File: config.mk
export PLATFORM = sky130hd
export DESIGN_NAME = start_sequencer
export DESIGN_NICKNAME = d
export VERILOG_FILES = /design/src/rtl/seq_pkg.sv /design/src/rtl/sync_fifo.sv /design/src/rtl/start_sequencer.sv
export SDC_FILE = /design/constraint.sdc
export NUM_CORES = 1
export LEC_CHECK = 0
export ABC_AREA = 1
export CAP_MARGIN = 20
export CORE_MARGIN = 5
export CORE_UTILIZATION = 66
export DETAILED_ROUTE_END_ITERATION = 10
export PLACE_DENSITY = 0.81
export SLEW_MARGIN = 40
export SYNTH_ARGS = -nofsm -noshare
export SYNTH_HDL_FRONTEND = slang
export SYNTH_SLANG_ARGS = --single-unit
File: constraint.sdc
create_clock -name clk -period 6.7 [get_ports clk]
set_clock_uncertainty 0.1 [all_clocks]
set_input_delay 0.67 -clock clk [delete_from_list [all_inputs] [get_ports clk]]
set_output_delay 0.67 -clock clk [all_outputs]
set_load 0.02 [all_outputs]
File: src/rtl/seq_pkg.sv
// Shared types and helpers for the start sequencer: controller state encoding,
// frame counter width and FIFO pointer width.
package seq_pkg;

    typedef enum logic [1:0] {
        ST_IDLE = 2'd0,
        ST_REQ  = 2'd1,
        ST_SEND = 2'd2,
        ST_DONE = 2'd3
    } seq_state_t;

    // Wide enough for the largest supported frame length (65535 words).
    localparam int CNT_W = 16;

    // One extra bit beyond the address so full and empty differ only in the MSB.
    function automatic int ptr_width(input int depth);
        return $clog2(depth) + 1;
    endfunction

endpackage

File: src/rtl/sync_fifo.sv
// Single-clock FIFO with combinational head read, wrap-bit full/empty detection
// and a sticky overflow flag for writes dropped while full.
module sync_fifo
    import seq_pkg::*;
#(
    parameter int WIDTH = 32,
    parameter int DEPTH = 16
) (
    input  logic             clk,
    input  logic             rst,
    input  logic             wr_en,
    input  logic [WIDTH-1:0] wr_data,
    input  logic             rd_en,
    output logic [WIDTH-1:0] rd_data,
    output logic             full,
    output logic             empty,
    output logic             overflow
);

    localparam int PW = ptr_width(DEPTH);
    localparam int AW = PW - 1;

    logic [WIDTH-1:0] mem [DEPTH];
    logic [PW-1:0]    wptr;
    logic [PW-1:0]    rptr;
    logic             do_wr;
    logic             do_rd;

    assign empty = (wptr == rptr);
    assign full  = (wptr[AW] != rptr[AW]) && (wptr[AW-1:0] == rptr[AW-1:0]);

    // A pop in the same cycle frees a slot, so a write while full still lands.
    assign do_rd = rd_en && !empty;
    assign do_wr = wr_en && (!full || do_rd);

    assign rd_data = mem[rptr[AW-1:0]];

    always_ff @(posedge clk or posedge rst) begin
        if (rst) begin
            wptr     <= '0;
            rptr     <= '0;
            overflow <= 1'b0;
        end else begin
            if (do_wr) begin
                wptr <= wptr + PW'(1);
            end
            if (do_rd) begin
                rptr <= rptr + PW'(1);
            end
            if (wr_en && !do_wr) begin
                overflow <= 1'b1;
            end
        end
    end

    always_ff @(posedge clk) begin
        if (do_wr) begin
            mem[wptr[AW-1:0]] <= wr_data;
        end
    end

endmodule

File: src/rtl/start_sequencer.sv
// Frame sender: on go, requests a start from the downstream wait stage, then
// streams FRAME_LEN words out of the internal FIFO and pulses done.
module start_sequencer
    import seq_pkg::*;
#(
    parameter int WIDTH     = 32,
    parameter int FRAME_LEN = 16,
    parameter int DEPTH     = 16
) (
    input  logic             clk,
    input  logic             rst,
    input  logic             wr_en,
    input  logic [WIDTH-1:0] wr_data,
    input  logic             go,
    input  logic             start_ack,
    input  logic             m_ready,
    output logic             ex_start,
    output logic [WIDTH-1:0] m_data,
    output logic             m_valid,
    output logic             m_last,
    output logic             busy,
    output logic             done,
    output logic             full,
    output logic             overflow
);

    localparam logic [CNT_W-1:0] LAST_IDX = CNT_W'(FRAME_LEN - 1);

    seq_state_t       state;
    logic [CNT_W-1:0] word_cnt;
    logic             fifo_empty;
    logic             fifo_rd;
    logic [WIDTH-1:0] fifo_head;

    sync_fifo #(
        .WIDTH (WIDTH),
        .DEPTH (DEPTH)
    ) u_fifo (
        .clk      (clk),
        .rst      (rst),
        .wr_en    (wr_en),
        .wr_data  (wr_data),
        .rd_en    (fifo_rd),
        .rd_data  (fifo_head),
        .full     (full),
        .empty    (fifo_empty),
        .overflow (overflow)
    );

    // m_valid/m_ready: a word moves only on a cycle where both are high; while
    // m_valid is high and m_ready low, m_valid and m_data hold their values.
    assign m_valid = (state == ST_SEND) && !fifo_empty;
    assign fifo_rd = m_valid && m_ready;
    assign m_last  = m_valid && (word_cnt == LAST_IDX);
    assign m_data  = m_valid ? fifo_head : '0;
    assign busy    = (state != ST_IDLE);

    always_ff @(posedge clk or posedge rst) begin
        if (rst) begin
            state    <= ST_IDLE;
            word_cnt <= '0;
            ex_start <= 1'b0;
            done     <= 1'b0;
        end else begin
            case (state)
                ST_IDLE: begin
                    done <= 1'b0;
                    if (go) begin
                        state    <= ST_REQ;
                        ex_start <= 1'b1;
                    end
                end
                ST_REQ: begin
                    if (start_ack) begin
                        state    <= ST_SEND;
                        ex_start <= 1'b0;
                    end
                end
                ST_SEND: begin
                    if (fifo_rd) begin
                        if (word_cnt == LAST_IDX) begin
                            word_cnt <= '0;
                            state    <= ST_DONE;
                            done     <= 1'b1;
                        end else begin
                            word_cnt <= word_cnt + CNT_W'(1);
                        end
                    end
                end
                ST_DONE: begin
                    done  <= 1'b0;
                    state <= ST_IDLE;
                end
                default: begin
                    state <= ST_IDLE;
                end
            endcase
        end
    end

endmodule

Word level (Yosys, flattened, before mapping)
Memories as Yosys holds them, arrays and structs flattened.
Cells that the tools add are included.
{"block": "totals", "register_bits": 31, "input_bits": 38, "memories": 1, "ram_bits": 512, "out_inout_bits": 39, "wordCells": 57}
{"name": "u_fifo.mem", "words": 16, "width": 32, "read_ports": 1, "rd_clocked_by_memory_dff": 0, "wr": 1, "line": "sync_fifo.sv:23", "source": "logic [WIDTH-1:0] mem [DEPTH];"}
{"block": "op_classes", "n_reduce_logical": 20, "eq_ne": 11, "muxes": 15, "add_sub_neg": 3}
{"cell": "$mux W32", "count": 1}
{"cell": "$add A16 B1 Y16 const B", "count": 1}
{"cell": "$eq A16 B4 Y1 const B", "count": 1}
{"cell": "$mux W16", "count": 1}
{"cell": "$add A5 B1 Y5 const B", "count": 2}
{"cell": "$mux W2", "count": 4}
{"cell": "$pmux W2 S4", "count": 1}
{"cell": "$logic_and A1 B1 Y1", "count": 7}
{"cell": "$mux W1", "count": 6}
{"cell": "$reduce_and A3 Y1", "count": 2}
{"cell": "$reduce_bool A2 Y1", "count": 3}
{"cell": "$eq A5 B5 Y1", "count": 1}
{"cell": "$eq A2 B2 Y1 const B", "count": 2}
{"cell": "$eq A4 B4 Y1", "count": 1}
{"cell": "$ne A2 B1 Y1 const B", "count": 2}
{"cell": "$ne A2 B2 Y1 const B", "count": 2}
{"cell": "$pmux W1 S2", "count": 2}
{"cell": "$reduce_and A4 Y1", "count": 1}
{"cell": "$logic_not A1 Y1", "count": 3}
{"cell": "$eq A2 B1 Y1 const B", "count": 1}
{"cell": "$logic_not A2 Y1", "count": 1}
{"cell": "$reduce_and A2 Y1", "count": 1}
{"cell": "$reduce_or A2 Y1", "count": 1}
{"cell": "$logic_or A1 B1 Y1", "count": 1}
{"cell": "$ne A1 B1 Y1", "count": 1}

Logic depth before layout (Yosys ltp)
Gate-level depths: netlist (run 1).
{"block": "depth", "ltp_word": 9, "ltp_mapped": 12, "ltp_nobuf": 10}

Hierarchy
Synthesis (run 1) repeated with hierarchy kept, for this count alone.
{"block": "hier_totals", "cells_unflattened": 1919, "hier_area_um2": 22457.8}
{"mod": "sync_fifo", "instances": 1, "area_each_um2": 20927.6, "seq_area_each_um2": 15650.0, "cells_per_inst": 1674}
{"mod": "start_sequencer", "instances": 1, "area_each_um2": 1530.2, "seq_area_each_um2": 500.5, "cells_per_inst": 245}

Worst setup path after synthesis (run 1)
No wires, ideal clock.
{"block": "synth_path", "kind": "reg-to-reg", "from": "reg u_fifo.rptr[0]", "to": "mem u_fifo.mem[10][0] (enable)", "path_buffers": 2, "arrival_ns": 2.709, "setup_slack_ns": 3.470, "path_stages_with_launch": 11, "path_cell_list": "dfrtp_1 -> buf_2 -> inv_2 -> nand2_1 -> nand2_1 -> nor2_1 -> and3_1 -> nand2_2 -> nand2_2 -> buf_2 -> nor2_1"}
{"block": "synth_via", "elab_cells_between_ends": 12, "classes_between": "eq/ne (2); mux (2); reduce/logical (8)"}
{"element": "from (decl)", "line": "sync_fifo.sv:25", "source": "logic [PW-1:0] rptr;"}
{"element": "from (signal assigned)", "line": "sync_fifo.sv:48", "source": "rptr <= rptr + PW'(1);"}
{"element": "$eq A4 B4 Y1", "line": "sync_fifo.sv:30", "source": "assign full = (wptr[AW] != rptr[AW]) && (wptr[AW-1:0] == rptr[AW-1:0]);"}
{"element": "$logic_and A1 B1 Y1", "line": "sync_fifo.sv:30"}
{"element": "via full", "line": "start_sequencer.sv:23", "source": "output logic full,"}
{"element": "$logic_not A1 Y1", "line": "sync_fifo.sv:34", "source": "assign do_wr = wr_en && (!full || do_rd);"}
{"element": "$logic_or A1 B1 Y1", "line": "sync_fifo.sv:34"}
{"element": "$logic_and A1 B1 Y1", "line": "sync_fifo.sv:34"}
{"element": "$mux W1", "line": "sync_fifo.sv:57", "source": "if (do_wr) begin"}
{"element": "$mux W1 (not written as such)", "line": "sync_fifo.sv:58", "source": "mem[wptr[AW-1:0]] <= wr_data;"}
{"element": "to (decl)", "line": "sync_fifo.sv:23"}
The timed path passes the listed nets, and every way through them passes these cells.

Worst setup path in the final report (run 1)
{"block": "layout_path", "from": "reg u_fifo.rptr[0]", "to": "out m_data[30]"}
{"block": "layout_via", "elab_chain_cells": 4, "elab_cells_between_ends": 5, "classes_between": "eq/ne (1); mux (1); reduce/logical (2); memory (1)"}
{"element": "parallel branches: the longest is 3 deep, another holds $mem_v2 Z16 W32"}
{"element": "$mux W32 (*)", "line": "start_sequencer.sv:55", "source": "assign m_data = m_valid ? fifo_head : '0;"}
{"element": "to (decl)", "line": "start_sequencer.sv:18", "source": "output logic [WIDTH-1:0] m_data,"}
Mark *: on every way between the ends.

==> out/metrics.yaml, run 1 <==
floorplan:
  dieHeight_microns: 194
  coreArea_sq_mm: 0.0334
  dieArea_sq_mm: 0.0375
  initial_utilization_pct: 66.6
  io_pins: 77
  die_w_microns: 194
  rows: 67
grt:
  grtUsageMet1_pct: 39.2
  grt_pass1_wl_microns: 84200
  grt_max_degree: 106
  grt-ovfl-total: 0
  grt_pass1_vias: 15300
  grt.busiest_layer: "met2"
  track_usage_pct: 28.6
  grt_use_met2_pct: 46.6
  antenna_found_initial: 0
  grt.met3_usage_pct: 5.46
drt:
  wl_per_cell_microns: 22.3
  via_per_inst: 6.23
  num_vias: 15400
  ant_nets: 0
  wirelength_microns: 55000
  drc: 0
  dr.pass1.iters: 5
  first_iter_violations: 2012
clocking:
  cts_max_level: 2
  root_buffer: "clkbuf_16"
  hold_buffers: 0
  insertion_delay_ns: 0.58
  cts_tree: "built"
  cts_setup_buffers: 0
  cts.sink_count: 543
  ctsResizeCount: 0
  clkTransAtPathRegs_ns: 0.06
  numCtsBuffers: 52
  cts_buffer_depth: 3
power_and_ir_drop:
  pwr-share-clk_pct: 27.3
  pwr-share-seq_pct: 39.0
  pwr-share-comb_pct: 33.7
  internal-power_mw: 6.92
  total_power_mw: 11.0
  peakVddDrop_mv: 0.266
  p_sw_mw: 4.04
  swShare_pct: 36.9
  power_density_mw_per_mm2: 434
  power.leakage_nw: 9.04
layout:
  area_delta_synth_final_pct: 13.5
  finalNonFillerCells: 2463
  nets: 2017
  fillers: 2011
  drive_gt1_share_pct: 7.30
  mostFrequentLayoutCell: "nand2_1"
  mostFrequentLayoutCells: "nand2_1 (560), edfxtp_1 (512), nor2_1 (192)"
job:
  drv_cap: 0
timing:
  final_hold_viol_count: 0
  setup_violations: 0
  fin_crit_sh_pct: 76.0
  setup_tns_ns: 0
  fin_crit_ns: 5.09
  fmax_mhz: 196
  rsz0062_at_grt: "no"
  tightest_slew_ns: 0.875
  slew_headroom_pct: 41.5
  drv_slew: 0
synthesis:
  ys.warnings.count: 0
  netlist_area_sq_mm: 0.0223
  synth_area_leader_cell: "edfxtp_1"
  synth_seq_cells: 543
  synth.top_cell.area_share_pct: 69.0
  avgSynthCellArea_sq_um: 11.6
  synth_cell_types: 29
  netlist_instances: 1919
  ys_seq_area_share_pct: 72.5
  syn_nets: 1966
  ys_top_cells_by_area: "edfxtp_1 (69%), nand2_1 (9.4%), nor2_1 (3.5%)"
critical_path:
  worstSetupStartpointType: "flop"
  end_kind: "output pin"
  r2r_setup_slack_ns: 2.35
  crit_arrival_ns: 4.32
  worstSetupPathType: "flop to output pin"
  critPathMaxFanout: 67
  critPathRequiredTime_ns: 5.93
place:
  place_inst: 2363
  hpwl_microns: 29000
  portBuffers: 76
  globalplace.congestion: 0.840
run_status:
  status: "finished clean"
worst_hold_path:
  hold_class: "flop to flop"
-- area by class of cell --
class	count	area, sq um	share of cell area [%]
antenna	1	2.50	0.00989
inverter	36	144	0.569
tap	448	561	2.22
multi-input combinational	1228	5630	22.3
clock inverter	39	383	1.51
sequential	543	16200	63.9
clock buffer	59	1370	5.42
timing repair buffer	109	1040	4.11
-- metal layers --
metal  share of wire, %  wire (microns)  up-vias
met2                 48           26600     1035
met1                 37           20200     7367
met3                 12            6370      143
met5                  0               0        -
met4                3.2            1780        0
li1                   -               -     6810
-- Yosys cell counts --
cell        n
nand2_1   560
edfxtp_1  512
nor2_1    210
a21oi_1   137
nand3_1   114
o21ai_0    93
buf_2      60
a22oi_1    56
clkbuf_1   39
inv_1      32
dfrtp_1    31
xor2_1     16
buf_1      10
ha_1        9
nor3_1      8
nand4_1     6
inv_2       4
o21ai_1     4
xnor2_1     4
buf_4       3
nand2_2     2
nand3_2     2
a31o_2      1
and3_1      1
nand3b_1    1
nor2_2      1
nor4_1      1
o22ai_1     1
or2_2       1
-- power by group through the flow --
stage                     logic, mW  registers [mW]  clock network (mW)
final                          3.70            4.28                2.99
after global routing           4.03            4.30                3.16
after CTS                      3.65            4.27                3.00
after detailed placement       3.58            4.33                   0
after global placement         3.47            4.32                   0
after floorplan                2.48            4.23                   0
-- kinds of logic (layout without fill, tap and decap cells) --
| group | Yosys count | after routing | synth area share, % |
|---|---|---|---|
| buf+inv | 148 | 243 | 2.88 |
| flops | 543 | 543 | 72.5 |
| simple gates | 907 | 907 | 16.2 |
| other cells | 0 | 1 | 0 |
| fa+ha+maj | 9 | 9 | 0.505 |
| compound gates | 292 | 292 | 7.21 |
| xor+xnor | 20 | 20 | 0.786 |
-- worst paths after layout --
check | from | end | cells after the start
setup reg to reg | u_fifo.rptr[0]$_DFFE_PP0P_ | u_fifo.mem[14][14]$_DFFE_PP_ | 10
hold reg to reg | u_fifo.overflow$_DFFE_PP0P_ | u_fifo.overflow$_DFFE_PP0P_ | 1
setup / recovery | u_fifo.rptr[0]$_DFFE_PP0P_ | m_data[30] | 10
min in group asynchronous | rst | ex_start$_DFFE_PP0P_ | 3
hold / removal | u_fifo.overflow$_DFFE_PP0P_ | u_fifo.overflow$_DFFE_PP0P_ | 1
max in group asynchronous | rst | u_fifo.rptr[0]$_DFFE_PP0P_ | 3
-- metrics by stage --
stage	setup WS [ns]	hold WS, ns	cell area (sq um)	utilization (%)
after CTS	1.70	0.369	25300	75.5
after detailed placement	2.34	0.355	23500	70.3
after global placement	2.23	0.350	23500	70.2
after global routing	1.46	0.403	25300	75.6
final	1.61	0.365	25300	75.6
after floorplan	3.47	0.367	22300	-
-- worst max-delay path, stage by stage (launching register included) --
cell             delay, ns
dfrtp_4               0.94
inv_6                 0.39
nand2_1               0.15
nand2_1               0.07
nor2_1                0.17
nand3_2               0.13
nand2_1               0.15
clkinv_2              0.65
nand3_1               0.32
a21oi_1               0.11
clkdlybuf4s50_1       0.59
-- state kept, by name (all words and copies together), names as in the netlist --
register         count
word_cnt            16
ex_start             1
done                 1
u_fifo.mem         512
u_fifo.overflow      1
u_fifo.rptr          5
u_fifo.wptr          5
state                2
Power figures use the tool's default switching activity.
==> run 2, diff against run 1 <==
--- a/config.mk
+++ b/config.mk
@@ -8,9 +8,9 @@
 export ABC_AREA = 1
 export CAP_MARGIN = 20
 export CORE_MARGIN = 5
-export CORE_UTILIZATION = 66
+export CORE_UTILIZATION = 55
 export DETAILED_ROUTE_END_ITERATION = 10
-export PLACE_DENSITY = 0.81
+export PLACE_DENSITY = 0.72
 export SLEW_MARGIN = 40
 export SYNTH_ARGS = -nofsm -noshare
 export SYNTH_HDL_FRONTEND = slang
==> constraint.sdc (replaced) <==
create_clock -name clk -period 4.5 [get_ports clk]
set_clock_uncertainty 0.1 [all_clocks]
set_input_delay 0.45 -clock clk [delete_from_list [all_inputs] [get_ports clk]]
set_output_delay 0.45 -clock clk [all_outputs]
set_load 0.02 [all_outputs]
==> run 2 against run 1 <==
  * Wire length is 1.3% lower
  * Non-clock buffer count is 9 higher
  * Combinational power is 54% higher
  * Critical path depth stayed put
==> out/metrics.yaml, run 2 (synthesized netlist as in run 1, its figures left out) <==
clocking:
  cts_tree: "built"
  numCtsBuffers: 52
  clkTransAtPathRegs_ns: 0.06
  cts_max_level: 2
  cts_buffer_depth: 3
  insertion_delay_ns: 0.61
  cts_setup_buffers: 0
  root_buffer: "clkbuf_16"
  hold_buffers: 0
  ctsResizeCount: 0
  cts.sink_count: 543
critical_path:
  critPathRequiredTime_ns: 3.95
  worstSetupPathType: "flop to output pin"
  end_kind: "output pin"
  reg2reg_from: "u_fifo.rptr[3]$_DFFE_PP0P_"
  path_common_cell: "nand2_1"
  critPathMaxFanout: 26
  crit_chain: "buf_4 > nand2_1 > nand2_1 > nor2_2 > nand3_2 > nand2_1 > inv_2 > nand3_1 > nor2_1 > clkdlybuf4s50_1"
  crit_buf_inv: 3
  crit_path_start: "u_fifo.rptr[3]$_DFFE_PP0P_"
  r2r_end: "u_fifo.mem[11][22]$_DFFE_PP_"
  worstSetupStartpointType: "flop"
  r2r_cells: 9
  slowest_delay_ns: 0.69
  r2r_setup_slack_ns: 1.40
  critical_path.top_delay_family: "buffers and inverters"
  crit_slowest_cell: "clkdlybuf4s50_1"
  crit_arrival_ns: 3.65
timing:
  fmax_mhz: 238
  tightest_slew_ns: 0.848
  fin_crit_ns: 4.20
  fin_ws_ns: 0.300
  rsz0062_at_grt: "no"
  setup_violations: 0
  final_hold_viol_count: 0
  fin_crit_sh_pct: 93.3
  holdWs_ns: 0.130
  drv_slew: 0
  setup_tns_ns: 0
  slew_headroom_pct: 43.5
grt:
  track_usage_pct: 24.1
  grt_pass1_vias: 14400
  grt_pass1_wl_microns: 83100
  antenna_found_initial: 2
  grt_max_degree: 130
  grt-ovfl-total: 0
floorplan:
  rows: 73
  die_w_microns: 211
  dieArea_sq_mm: 0.0447
  initial_utilization_pct: 55.8
  io_pins: 77
  dieHeight_microns: 211
  coreArea_sq_mm: 0.0399
layout:
  final_cell_area_sq_mm: 0.0255
  mostFrequentLayoutCell: "nand2_1"
  drive_gt1_share_pct: 7.33
  fin_util_pct: 63.8
  nets: 2026
  area_delta_synth_final_pct: 14.3
  largest_register_ffs: 512
  mostFrequentLayoutCells: "nand2_1 (560), edfxtp_1 (512), nor2_1 (192)"
  finalNonFillerCells: 2546
drt:
  num_vias: 14800
  via_per_inst: 5.82
  drc: 0
  ant_nets: 0
  first_iter_violations: 1812
  wirelength_microns: 54200
  dr.pass1.iters: 7
  wl_per_cell_microns: 21.3
place:
  hpwl_microns: 28600
  dp_slack_ns: 1.00
  placed_cell_area_sq_mm: 0.0238
  globalplace.congestion: 0.830
  place_inst: 2450
  portBuffers: 76
job:
  drv_cap: 0
power_and_ir_drop:
  power.leakage_nw: 9.10
  power_density_mw_per_mm2: 634
  peakVddDrop_mv: 0.397
  total_power_mw: 16.2
worst_hold_path:
  hold_class: "input port to asynchronous set/reset pin"
run_status:
  status: "finished clean"
## run 2: cell count changes in the layout (fill, tap and decap cells not counted), sizes merged
| cell | previous run | this run |
|---|---|---|
| bufinv | 7 | 4 |
| buf | 33 | 42 |
| inv | 35 | 38 |
| clkbuf | 59 | 62 |
| clkinv | 26 | 27 |
| clkinvlp | 7 | 0 |
## run 2: how the worst max path moves through the flow
stage	to	slack [ns]	cells after the start
6_report	m_data[6]	0.30	10
3_5_place_dp	m_data[6]	1.0	10
3_3_place_gp	m_data[9]	0.99	9
2_1_floorplan	u_fifo.mem[10][0]$_DFFE_PP_	1.27	10
4_1_cts	m_data[9]	0.28	10
5_1_grt	m_data[9]	0.09	10
## run 2: tightest hold or removal path: stages
cell and delay, ns:
clkdlybuf4s50_1 0.40, inv_1 0.05, buf_4 0.36
## run 2: where the power goes
group / internal (mW) / switching [mW] / leakage (nW)
logic: 1.78 / 3.90 / 3.27
clock network: 2.36 / 1.86 / 0.806
registers: 6.05 / 0.202 / 5.02
total: 10.2 / 5.97 / 9.10
## run 2: cell type report
cell class                      instances  area, sq um
Antenna cell                            1         2.50
Clock buffer                           62         1340
Clock inverter                         33          282
Fill cell                            2863        14400
Inverter                               36          145
Multi-Input combinational cell       1228         5630
Sequential cell                       543        16200
Tap cell                              525          657
Timing Repair Buffer                  118         1260
## run 2: metal layers
| metal | part of all wire, % | global-route usage, % |
|---|---|---|
| met1 | 41 | 34.3 |
| met5 | 0.020 | 0 |
| met2 | 47 | 38.4 |
| met3 | 9.2 | 4.80 |
| met4 | 2.6 | 6.93 |
==> run 3, diff against run 2 <==
--- a/config.mk
+++ b/config.mk
@@ -7,11 +7,12 @@
 export LEC_CHECK = 0
 export ABC_AREA = 1
 export CAP_MARGIN = 20
-export CORE_MARGIN = 5
+export CORE_MARGIN = 10
 export CORE_UTILIZATION = 55
 export DETAILED_ROUTE_END_ITERATION = 10
 export PLACE_DENSITY = 0.72
 export SLEW_MARGIN = 40
 export SYNTH_ARGS = -nofsm -noshare
 export SYNTH_HDL_FRONTEND = slang
+export SYNTH_HIERARCHICAL = 1
 export SYNTH_SLANG_ARGS = --single-unit
==> run 3 against run 2 <==
  * Flip-flop and latch count unchanged
  * Core utilization up 0.31 points
  * Total power is 4.7% lower
  * Wire length decreased by 5.0%
  * Critical path depth is the same
  * Non-clock buffer count down 4
  * Maximum frequency decreased by 1.3%
  * Register-to-register slack got worse by 0.83 ns
  * Worst hold slack improved by 0.0067 ns
  * First-iteration DRC count is 14% lower
  * Synthesized cell count did not move
==> out/metrics.yaml, run 3 <==
clocking:
  numCtsBuffers: 53
  cts.sink_count: 543
  cts_setup_buffers: 0
  root_buffer: "clkbuf_16"
  ctsResizeCount: 0
  cts_tree: "built"
  cts_max_level: 2
  clkTransAtPathRegs_ns: 0.06
  hold_buffers: 0
  cts_buffer_depth: 3
  insertion_delay_ns: 0.59
drt:
  dr_wl_met3_microns: 3810
  via_per_inst: 5.75
  dr.pass1.iters: 5
  wirelength_microns: 51500
  drc: 0
  wl_per_cell_microns: 20.2
  num_vias: 14600
  dr.max_layer_used: "met5"
  wl_met2_microns: 25500
  wl_met1_microns: 21200
  ant_nets: 0
  first_iter_violations: 1564
floorplan:
  coreArea_sq_mm: 0.0401
  io_pins: 77
  rows: 73
  die_w_microns: 222
  initial_utilization_pct: 56.0
  dieArea_sq_mm: 0.0493
  dieHeight_microns: 222
critical_path:
  crit_arrival_ns: 3.70
  worstSetupPathType: "flop to output pin"
  crit_path_start: "u_fifo/rptr[0]$_DFFE_PP0P_"
  r2r_setup_slack_ns: 0.57
  end_kind: "output pin"
  critPathMaxFanout: 72
  critPathRequiredTime_ns: 3.95
  worstSetupStartpointType: "flop"
  reg2reg_from: "u_fifo/rptr[0]$_DFFE_PP0P_"
  r2r_cells: 13
  r2r_end: "u_fifo/mem[6][17]$_DFFE_PP_"
grt:
  grt_max_degree: 135
  grt_pass1_wl_microns: 80500
  track_usage_pct: 20.5
  grt_pass1_vias: 14400
  antenna_found_initial: 2
  grt-ovfl-total: 0
power_and_ir_drop:
  power_density_mw_per_mm2: 598
  total_power_mw: 15.4
  power.leakage_nw: 9.05
  peakVddDrop_mv: 0.545
layout:
  mostFrequentLayoutCell: "edfxtp_1"
  mostFrequentLayoutCells: "edfxtp_1 (512), nor2_1 (417), o21ai_0 (279)"
  largest_register_ffs: 512
  area_delta_synth_final_pct: 14.5
  nets: 2028
  drive_gt1_share_pct: 7.32
synthesis:
  synth_area_leader_cell: "edfxtp_1"
  netlist_instances: 1919
  synth-edff-count: 512
  syn_nets: 1967
  synth_cell_types: 34
  ys.warnings.count: 6
  netlist_area_sq_mm: 0.0225
  synth-async-reset-ratio_pct: 5.71
  ys_seq_area_share_pct: 71.9
  avgSynthCellArea_sq_um: 11.7
  yosys_most_used_dff: "edfxtp_1"
  synth_commonest_cells: "edfxtp_1 (512), nor2_1 (434), o21ai_0 (279), nand2_1 (225), inv_1 (115)"
  synth.top_cell.area_share_pct: 68.5
  ys_top_cells_by_area: "edfxtp_1 (68%), nor2_1 (7.3%), o21ai_0 (6.2%)"
  synth.most_common_cell: "edfxtp_1"
  synth_seq_cells: 543
timing:
  tightest_slew_ns: 0.815
  slew_headroom_pct: 45.7
  final_hold_viol_count: 0
  fmax_mhz: 235
  fin_crit_ns: 4.25
  fin_crit_sh_pct: 94.5
  setup_tns_ns: 0
  rsz0062_at_grt: "no"
  drv_slew: 0
  setup_violations: 0
run_status:
  status: "finished clean"
place:
  portBuffers: 76
  globalplace.congestion: 0.846
  hpwl_microns: 28800
worst_hold_path:
  hold_class: "input port to asynchronous set/reset pin"
job:
  drv_cap: 0
==> run 3: cell count changes after synthesis, sizes merged, moves of 16 or more <==
cell	previous run	this run
a21oi	137	0
a22oi	56	1
buf	73	57
inv	36	117
nand2	562	231
nand3	116	56
nor2	211	441
o211ai	0	64
o21ai	97	292
o22ai	1	33
==> run 3: routing by layer <==
layer / track usage, % / vias to the layer above
li1: - / 6805
met1: 26.9 / 7162
met2: 33.9 / 584
met3: 3.85 / 85
met4: 6.04 / 2
met5: 0 / -
==> run 3: worst max path at each step <==
stage,slack [ns],to,depth (start not counted)
2_1_floorplan,0.78,u_fifo/mem[10][0]$_DFFE_PP_,16
3_3_place_gp,0.77,u_fifo/mem[6][2]$_DFFE_PP_,13
3_5_place_dp,0.61,u_fifo/mem[6][2]$_DFFE_PP_,13
4_1_cts,0.25,m_data[29],10
5_1_grt,0.04,m_data[1],12
6_report,0.25,m_data[29],10
==> run 3: cell families (layout without fill, tap and decap cells) <==
kind of cell,after synthesis,in the layout,synth area share (%)
AO/OA/AOI/OAI,391,391,9.63
AND/OR/NAND/NOR,737,737,13.1
flip-flops,543,543,71.9
XOR/XNOR,13,13,0.507
other,0,1,0
adder cells (fa/ha/maj),10,10,0.557
buffers and inverters,225,327,4.26
==> run 3: final cells by class <==
| type | count | area [sq um] |
|---|---|---|
| Antenna cell | 1 | 2.50 |
| Sequential cell | 543 | 16200 |
| Inverter | 117 | 444 |
| Fill cell | 2962 | 14400 |
| Clock buffer | 71 | 1470 |
| Clock inverter | 25 | 240 |
| Multi-Input combinational cell | 1151 | 5480 |
| Tap cell | 525 | 657 |
| Timing Repair Buffer | 114 | 1270 |
==> run 3: power breakdown <==
part           switching, mW  internal (mW)  total [mW]
sequential             0.239           6.00        6.24
clock                   1.79           2.56        4.34
combinational           3.22           1.58        4.80
total                   5.25           10.1        15.4
==> run 3: metrics by stage <==
step,utilization (%),instances,setup slack [ns],hold WS (ns),cell area (sq um)
2_1_floorplan,-,1919,0.778,0.202,22500
3_5_place_dp,59.9,2450,0.614,0.360,24000
5_1_grt,64.1,2546,0.0377,0.180,25700
3_3_place_gp,59.7,2448,0.770,0.357,23900
6_report,64.1,2547,0.246,0.137,25700
4_1_cts,64.1,2546,0.252,0.127,25700
==> run 3: worst max-delay path, stage by stage, from the launching register on <==
cell,delay (ns)
dfrtp_4,0.84
buf_4,0.71
o21ai_0,0.24
o22ai_1,0.20
nand2_1,0.09
nand2_1,0.07
inv_1,0.04
nand2_1,0.08
inv_1,0.04
nor2_1,0.09
clkdlybuf4s50_1,0.62
